--- src/rtl/gray_counter.sv ---
`default_nettype none
// ============================================================================
// Module      : gray_counter
// Description : Up/down Gray-code counter with a loadable binary value and a
//               valid/ready output slot toward a Gray-to-binary stage.
// Revision    : 1.0 - initial release
// ============================================================================
module gray_counter #(
    parameter int WIDTH = 4
) (
    input  logic             clk,
    input  logic             rst_n,
    input  logic             en,
    input  logic             up,
    input  logic             load,
    input  logic [WIDTH-1:0] load_val,
    output logic             ld_ack,
    output logic [WIDTH-1:0] g,
    output logic             g_valid,
    input  logic             g_ready,
    output logic             tc
);

    localparam logic [WIDTH-1:0] c_one = WIDTH'(1);

    logic [WIDTH-1:0] r_bin;
    logic [WIDTH-1:0] r_g;
    logic             r_valid;
    logic             r_tc;
    logic             r_ld_ack;

    logic             w_free;
    logic [WIDTH-1:0] w_next;
    logic             w_wrap;

    function automatic logic [WIDTH-1:0] f_gray(input logic [WIDTH-1:0] b);
        return b ^ (b >> 1);
    endfunction

    assign w_free = !r_valid || g_ready;
    assign w_next = up ? (r_bin + c_one) : (r_bin - c_one);
    // A wrap is leaving all-ones upward or zero downward.
    assign w_wrap = up ? (&r_bin) : ~(|r_bin);

    always_ff @(posedge clk) begin
        if (!rst_n) begin
            r_bin    <= '0;
            r_g      <= '0;
            r_valid  <= 1'b0;
            r_tc     <= 1'b0;
            r_ld_ack <= 1'b0;
        end else begin
            r_ld_ack <= 1'b0;
            if (w_free) begin
                if (load) begin
                    r_bin    <= load_val;
                    r_g      <= f_gray(load_val);
                    r_valid  <= 1'b1;
                    r_tc     <= 1'b0;
                    r_ld_ack <= 1'b1;
                end else if (en) begin
                    r_bin   <= w_next;
                    r_g     <= f_gray(w_next);
                    r_valid <= 1'b1;
                    r_tc    <= w_wrap;
                end else begin
                    // Slot drained (or already empty); the code itself holds.
                    r_valid <= 1'b0;
                    r_tc    <= 1'b0;
                end
            end
        end
    end

    assign g       = r_g;
    assign g_valid = r_valid;
    assign tc      = r_tc;
    assign ld_ack  = r_ld_ack;

endmodule
`default_nettype wire

--- config.mk ---
export PLATFORM = sky130hd
export DESIGN_NAME = gray_counter
export DESIGN_NICKNAME = d
export VERILOG_FILES = /design/src/rtl/gray_counter.sv
export SDC_FILE = /design/constraint.sdc
export NUM_CORES = 1
export LEC_CHECK = 0
export CORE_MARGIN = 2
export CORE_UTILIZATION = 49
export CTS_BUF_LIST = sky130_fd_sc_hd__clkbuf_8
export CTS_CLUSTER_SIZE = 16
export DETAILED_ROUTE_END_ITERATION = 12
export HOLD_SLACK_MARGIN = 0.1
export PLACE_DENSITY = 0.83
export SLEW_MARGIN = 20
export SYNTH_ARGS = -nofsm -noshare
export SYNTH_HDL_FRONTEND = slang
export SYNTH_SLANG_ARGS = --single-unit
--- constraint.sdc ---
create_clock -name clk -period 2 [get_ports clk]
set_input_delay 0.2 -clock clk [delete_from_list [all_inputs] [get_ports clk]]
set_output_delay 0.2 -clock clk [all_outputs]
set_load 0.005 [all_outputs]
[After elaboration in Yosys (flattened, before gate mapping)]
Index checks and enable logic that the tools add are counted.
Operators by class
  $add $sub $neg: 2
  bitwise gates (word level): 3
  muxes and demuxes: 11
  reductions and logical operators: 7
Operators with widths (count)
  $mux W4: 5
  $xor A4 B3 Y4: 2
  $mux W1: 6
  $add A4 B1 Y4 const B: 1
  $reduce_and A2 Y1: 2
  $reduce_and A4 Y1: 1
  $reduce_or A4 Y1: 1
  $sub A4 B1 Y4 const B: 1
  $reduce_bool A2 Y1: 1
  $logic_not A1 Y1: 1
  $logic_or A1 B1 Y1: 1
  $not A1 Y1: 1
Word-level totals
  register bits: 11
  logic and storage cells: 28

[Logic depth before layout (Yosys ltp)]
Gate-level depths: netlist (run 1).
  depth after elaboration: 5
  mapped depth: 6

[Least setup slack after synthesis (run 1)]
Ideal clock, no wire load.
  path kind: input to register
  start point: input port up
  end point: register r_bin[3]
  stages: 6
  setup slack: 546 ps
  path buffers: 0
  library setup time: 74 ps
  data required time: 1926 ps
  data arrival time: 1380 ps
  cell sequence: inv_1 > ha_1 > a21oi_1 > a21boi_1 > or3_1 > a31oi_1
On the way
  cells in the longest elaborated chain, start to end: 3
Ends and longest elaborated chain
  start: declaration: RTL line 14  | input logic up,
  $mux W4: RTL line 41  | assign w_next = up ? (r_bin + c_one) : (r_bin - c_one);
  $mux W4: RTL line 61  | end else if (en) begin
  $mux W4: RTL line 55  | if (load) begin
  end signal: assignment: RTL line 56  | r_bin <= load_val;
  end signal: assignment: RTL line 62  | r_bin <= w_next;
  end: declaration: RTL line 26  | logic [WIDTH-1:0] r_bin;
Every way passes these cells. The select of a mux whose other input is x is not followed.
A chain may end at the register's enable or synchronous reset.

[Worst setup path after layout (run 1)]
  start point: input port up
  end point: register r_bin[2]
The elaborated chain is that of the path after synthesis.

==> results of run 1 <==
-- flip-flops by register name, summed over array words and instances (netlist names) --
name     count
g_valid      1
ld_ack       1
tc           1
r_bin        4
g            3
-- timing repair --
action	4_1_cts	5_1_grt
resized for setup	0	1
endpoints found under the hold margin	0	0
setup endpoints to repair	0	1
-- per-stage QoR --
| stage | power (mW) | setup slack, ns | area (sq um) | hold slack (ns) |
|---|---|---|---|---|
| floorplan | 0.363 | 0.546 | 643 | 0.338 |
| global placement | 0.434 | 0.0265 | 828 | 0.440 |
| detailed placement | 0.439 | -0.0648 | 828 | 0.442 |
| CTS | 0.705 | 0.180 | 883 | 0.449 |
| global route | 0.741 | 0.101 | 887 | 0.498 |
| finish | 0.697 | 0.207 | 887 | 0.444 |
-- worst max-delay path by stage --
stage,startpoint,end,slack (ns),cells past startpoint
after global routing,up,r_bin[3],0.10,8
after floorplan,up,r_bin[3],0.55,6
after detailed placement,up,r_bin[3],-0.06,7
after CTS,up,r_bin[3],0.18,7
final,up,r_bin[2],0.21,7
after global placement,up,g[1],0.03,7
-- logic make-up after synthesis --
family | count (synthesis)
buf+inv | 4
xor+xnor | 7
fa+ha+maj | 3
flops | 10
mux | 3
compound gates | 22
simple gates | 25
-- layout by cell type (no fill, tap or decap), types with 2 or more instances in the layout --
master           instances
clkdlybuf4s50_1         16
dfxtp_1                 10
nand2_1                  5
xnor2_1                  5
o21ai_0                  5
nand3_1                  4
a21boi_1                 4
clkbuf_8                 4
nor2_1                   3
mux2i_1                  3
a21oi_1                  3
and3_1                   3
buf_4                    3
nor2b_1                  2
o211a_1                  2
o211ai_1                 2
o2111ai_1                2
xor2_1                   2
ha_1                     2
-- metal layers --
layer / up-vias / track usage [%] / wire length [um]
met2: 20 / 39.1 / 715
met4: 0 / 7.50 / 19
met1: 288 / 25.9 / 612
met5: - / 0 / 0
met3: 2 / 8.33 / 88
li1: 311 / - / -
-- area by class of cell --
| type | instances | area (sq um) | area share, % |
|---|---|---|---|
| timing repair buffer | 19 | 183 | 20.6 |
| tap | 15 | 18.8 | 2.12 |
| sequential | 10 | 200 | 22.6 |
| multi-input combinational | 60 | 427 | 48.1 |
| clock buffer | 4 | 55.1 | 6.21 |
| inverter | 1 | 3.75 | 0.423 |
-- power by group --
part / switching (mW) / leakage (nW) / internal (mW)
registers: 0.0187 / 0.0830 / 0.221
clock network: 0.0860 / 0.0288 / 0.174
logic: 0.0880 / 0.261 / 0.110
total: 0.193 / 0.373 / 0.505
-- tightest hold or removal path, cell delays in order (launching register included) --
cell and delay [ns]:
dfxtp_1 0.30, nand2_1 0.05, a21boi_1 0.05
==> flow_summary.ini, run 1 <==
[outcome]
status = finished, final reports clean

[detailed_routing]
routed_wirelength_mm = 1.44
ant_nets = 0
num_vias = 621
wire_per_inst_um = 13.2
viasPerCell = 5.70
drt_iter0_markers = 10
drc = 0
firstDrtPassIters = 4

[synth]
synth_compound_area_share_pct = 23.2
yosysSeqAreaShare_pct = 31.1
synthCells = 74
synth_top_area_share_pct = 31.1
ys_warn_count = 0
synth_ff_type = dfxtp_1
synth_fa_ha_area_share_pct = 7.00
yosysMostFrequentCell = dfxtp_1
ys_types = 32
synth_xor_area_share_pct = 9.53
synth_area_leaders = dfxtp_1, xnor2_1, mux2i_1
synth-simple-area-share_pct = 21.4
syn_area_sq_um = 643
yosysTopAreaCell = dfxtp_1
synth_enable_flop_cells = 0
synth_top_family_by_area = compound AO/OA/AOI/OAI gates
syn_area_per_cell_sq_um = 8.69
ys_async_sr_fraction_pct = 0
synth.area.mux_share_pct = 4.67
synth-seq-cells = 10
ys_top_cells_by_count = dfxtp_1, nand2_1, o21ai_0, xnor2_1
synth_nets = 87

[global_routing]
grt_max_degree = 16
grt.overflow.total = 0
grt_pass1_wl_mm = 2.31
antenna_found_initial = 0
grtUsageTotal_pct = 22.8
grt_pass1_vias = 523

[clock_tree]
cts-root-buf = clkbuf_8
clk_latency_ns = 0.24
cts_buffers = 3
h-tree-depth = 1
clkSlewWorstSetupHoldPaths_ns = 0.05
clockBufferDepth = 2
cts_hold_buf = 0
cts_tree = done
cts_sinks = 10
cts_setup_buffers = 0

[timing]
fin_worst_skew_ns = 0.00412
worst_pin_slew_ns = 0.415
maxSlewHeadroom_pct = 72.3
setup_viol = 0
fin_tns_setup_ns = 0
fin_crit_sh_pct = 89.7
drv_slew = 0
fmax_mhz = 558
finalHoldViolCount = 0
fin_crit_ns = 1.79
rsz0062_at_grt = no

[critical_path]
timing.rr.start = r_bin[0]
crit_family = buffers and inverters
crit_type = in -> reg
reg2reg_depth = 5
arrival_ns = 1.92
r2r_setup_slack_ns = 0.36
timing.rr.end = r_bin[2]
cp_num_buf_inv = 2
critPathRequiredTime_ns = 2.13
cp_slowest_cell = clkdlybuf4s50_1
critPathLaunchType = primary input
cp-end-kind = flip-flop
slowest_delay_ns = 0.49
cp_max_fo = 3
path_cells = clkdlybuf4s50_1, inv_1, fa_1, xnor2_1, nor2_1, o21ai_0, a21boi_1

[floorplan]
die-height_um = 40.2
die_w_um = 40.2
core_sq_um = 1270
rows = 13
die-area_sq_um = 1620
io-pin-count = 17
start_util_pct = 50.7

[place]
place_hpwl_mm = 1.09
gp_congestion = 0.799
numPortBuffers = 16
place_inst = 105

[pwr]
vdd_drop_max_mv = 0.475
power.density_nw_per_um2 = 786
p_leak_nw = 0.373

[run]
maxCapViolations = 0

[layout]
area_growth_pct = 37.9
fin_cells = 109
drive_above_1_share_pct = 10.6
utilization_pct = 69.9
layout.nets = 108
nFillCells = 106
antenna_cells = 0

[worst_hold_path]
min_path_type = reg -> reg
worstHoldStart = tc
min_to = tc
hold_depth = 2
(Power assumes the default switching activity.)
==> inputs of run 2 (changes only) <==
--- a/config.mk
+++ b/config.mk
@@ -11,7 +11,7 @@
 export CTS_CLUSTER_SIZE = 16
 export DETAILED_ROUTE_END_ITERATION = 12
 export HOLD_SLACK_MARGIN = 0.1
-export PLACE_DENSITY = 0.83
+export PLACE_DENSITY = 0.93
 export SLEW_MARGIN = 20
 export SYNTH_ARGS = -nofsm -noshare
 export SYNTH_HDL_FRONTEND = slang
==> run 2 against run 1 <==
  * Setup slack got worse by 0.039 ns
  * Global-route usage fell by 1.0 points
  * First-iteration DRC count up 90%
==> flow_summary.ini, run 2 (synthesis gave the netlist of run 1 again) <==
[pwr]
switchingPower_mw = 0.192
clkPwrFrac_pct = 37.2
p_comb_share_pct = 28.6
p_int_mw = 0.506
vdd_drop_max_mv = 0.451
pwr-share-seq_pct = 34.2
p_leak_nw = 0.372
power.density_nw_per_um2 = 791
switching_share_pct = 27.5

[timing]
fin_crit_ns = 1.83
setup_viol = 0
drv_slew = 0
finalHoldViolCount = 0
worst_pin_slew_ns = 0.400
fin_worst_skew_ns = 0.00637
fmax_mhz = 546
maxSlewHeadroom_pct = 73.3
fin_crit_sh_pct = 91.6
rsz0062_at_grt = no
worst_slack_ns = 0.168
whs_ns = 0.446

[layout]
final_cell_mix = clkdlybuf4s50_1, dfxtp_1, nand2_1, xnor2_1, o21ai_0
antenna_cells = 0
layout.nets = 108
largest_register_ffs = 4
drive_above_1_share_pct = 9.57
layout_commonest_cell = clkdlybuf4s50_1
area_growth_pct = 37.4
top_register = r_bin

[critical_path]
crit_family = buffers and inverters
cp_slowest_cell = clkdlybuf4s50_1
crit_type = in -> reg
critPathLaunchType = primary input
slowest_delay_ns = 0.48
arrival_ns = 1.94
cp_num_buf_inv = 2
path_cells = clkdlybuf4s50_1, inv_1, ha_1, a21oi_1, nor3b_1, or3_1, a31oi_1
cp_max_fo = 4
critPathRequiredTime_ns = 2.11
cp-end-kind = flip-flop

[clock_tree]
cts-root-buf = clkbuf_8
cts_buffers = 3
clk_latency_ns = 0.24
clockBufferDepth = 2
cts_tree = done
h-tree-depth = 1
cts_resized = 0
clkSlewWorstSetupHoldPaths_ns = 0.05
cts_setup_buffers = 0
cts_sinks = 10
cts_hold_buf = 0

[detailed_routing]
num_vias = 611
drc = 0
routed_wirelength_mm = 1.43
drt_iter0_markers = 19
wire_per_inst_um = 13.1
ant_nets = 0
viasPerCell = 5.61
firstDrtPassIters = 4

[global_routing]
grt_pass1_vias = 531
grtUsageTotal_pct = 21.8
grt.overflow.total = 0
grt_pass1_wl_mm = 2.21
antenna_found_initial = 0
grt_max_degree = 16

[floorplan]
die-height_um = 40.2
die-area_sq_um = 1620
rows = 13
core_sq_um = 1270
io-pin-count = 17
die_w_um = 40.2
start_util_pct = 50.7

[place]
numPortBuffers = 16
place_ws_ns = -0.0801
gp_congestion = 0.758
place_hpwl_mm = 1.06

[outcome]
status = finished, final reports clean

[run]
maxCapViolations = 0

[worst_hold_path]
min_path_type = reg -> reg
## run 2: stage by stage
stage	TNS, ns	instances	util [%]	power [mW]	cell area [sq um]
after floorplan	0	74	-	0.363	643
after global placement	0	105	65.3	0.435	828
after detailed placement	-0.110	105	65.3	0.441	828
after CTS	0	109	69.6	0.706	883
after global routing	0	109	69.6	0.737	883
final	0	109	69.6	0.698	883
## run 2: routing by layer
| metal | share of wire [%] | track usage (%) |
|---|---|---|
| met1 | 45 | 22.3 |
| met5 | 0 | 0 |
| met3 | 6.4 | 7.22 |
| met2 | 46 | 37.5 |
| met4 | 2.7 | 14.2 |
## run 2: cell type report
type	instances	area, sq um
sequential	10	200
fill	110	385
timing repair buffer	19	183
tap	15	18.8
multi-input combinational	60	423
inverter	1	3.75
clock buffer	4	55.1
## run 2: worst paths after layout
kind	from	endpoint	slack, ns	cells past startpoint
max	up	r_bin[3]	0.17	7
min	tc	tc	0.45	2
max reg2reg	r_bin[2]	r_bin[3]	0.40	5
min reg2reg	tc	tc	0.45	2
## run 2: tightest hold or removal path: stages, from the launching register on
cell	delay [ns]
dfxtp_1	0.30
nand2_1	0.05
a21boi_1	0.05
## run 2: power by group through the flow
stage          Clock, mW  Combinational [mW]  Sequential (mW)
2_1_floorplan          0               0.123            0.240
3_3_place_gp           0               0.193            0.242
3_5_place_dp           0               0.199            0.242
4_1_cts            0.267               0.201            0.238
5_1_grt            0.275               0.222            0.240
6_report           0.260               0.200            0.239
==> inputs of run 3 (changes only) <==
--- a/config.mk
+++ b/config.mk
@@ -12,6 +12,7 @@
 export DETAILED_ROUTE_END_ITERATION = 12
 export HOLD_SLACK_MARGIN = 0.1
 export PLACE_DENSITY = 0.93
+export SKIP_LAST_GASP = 1
 export SLEW_MARGIN = 20
 export SYNTH_ARGS = -nofsm -noshare
 export SYNTH_HDL_FRONTEND = slang
==> results of run 3 <==
The final DEF is identical to that of run 2; final timing and power are the same.
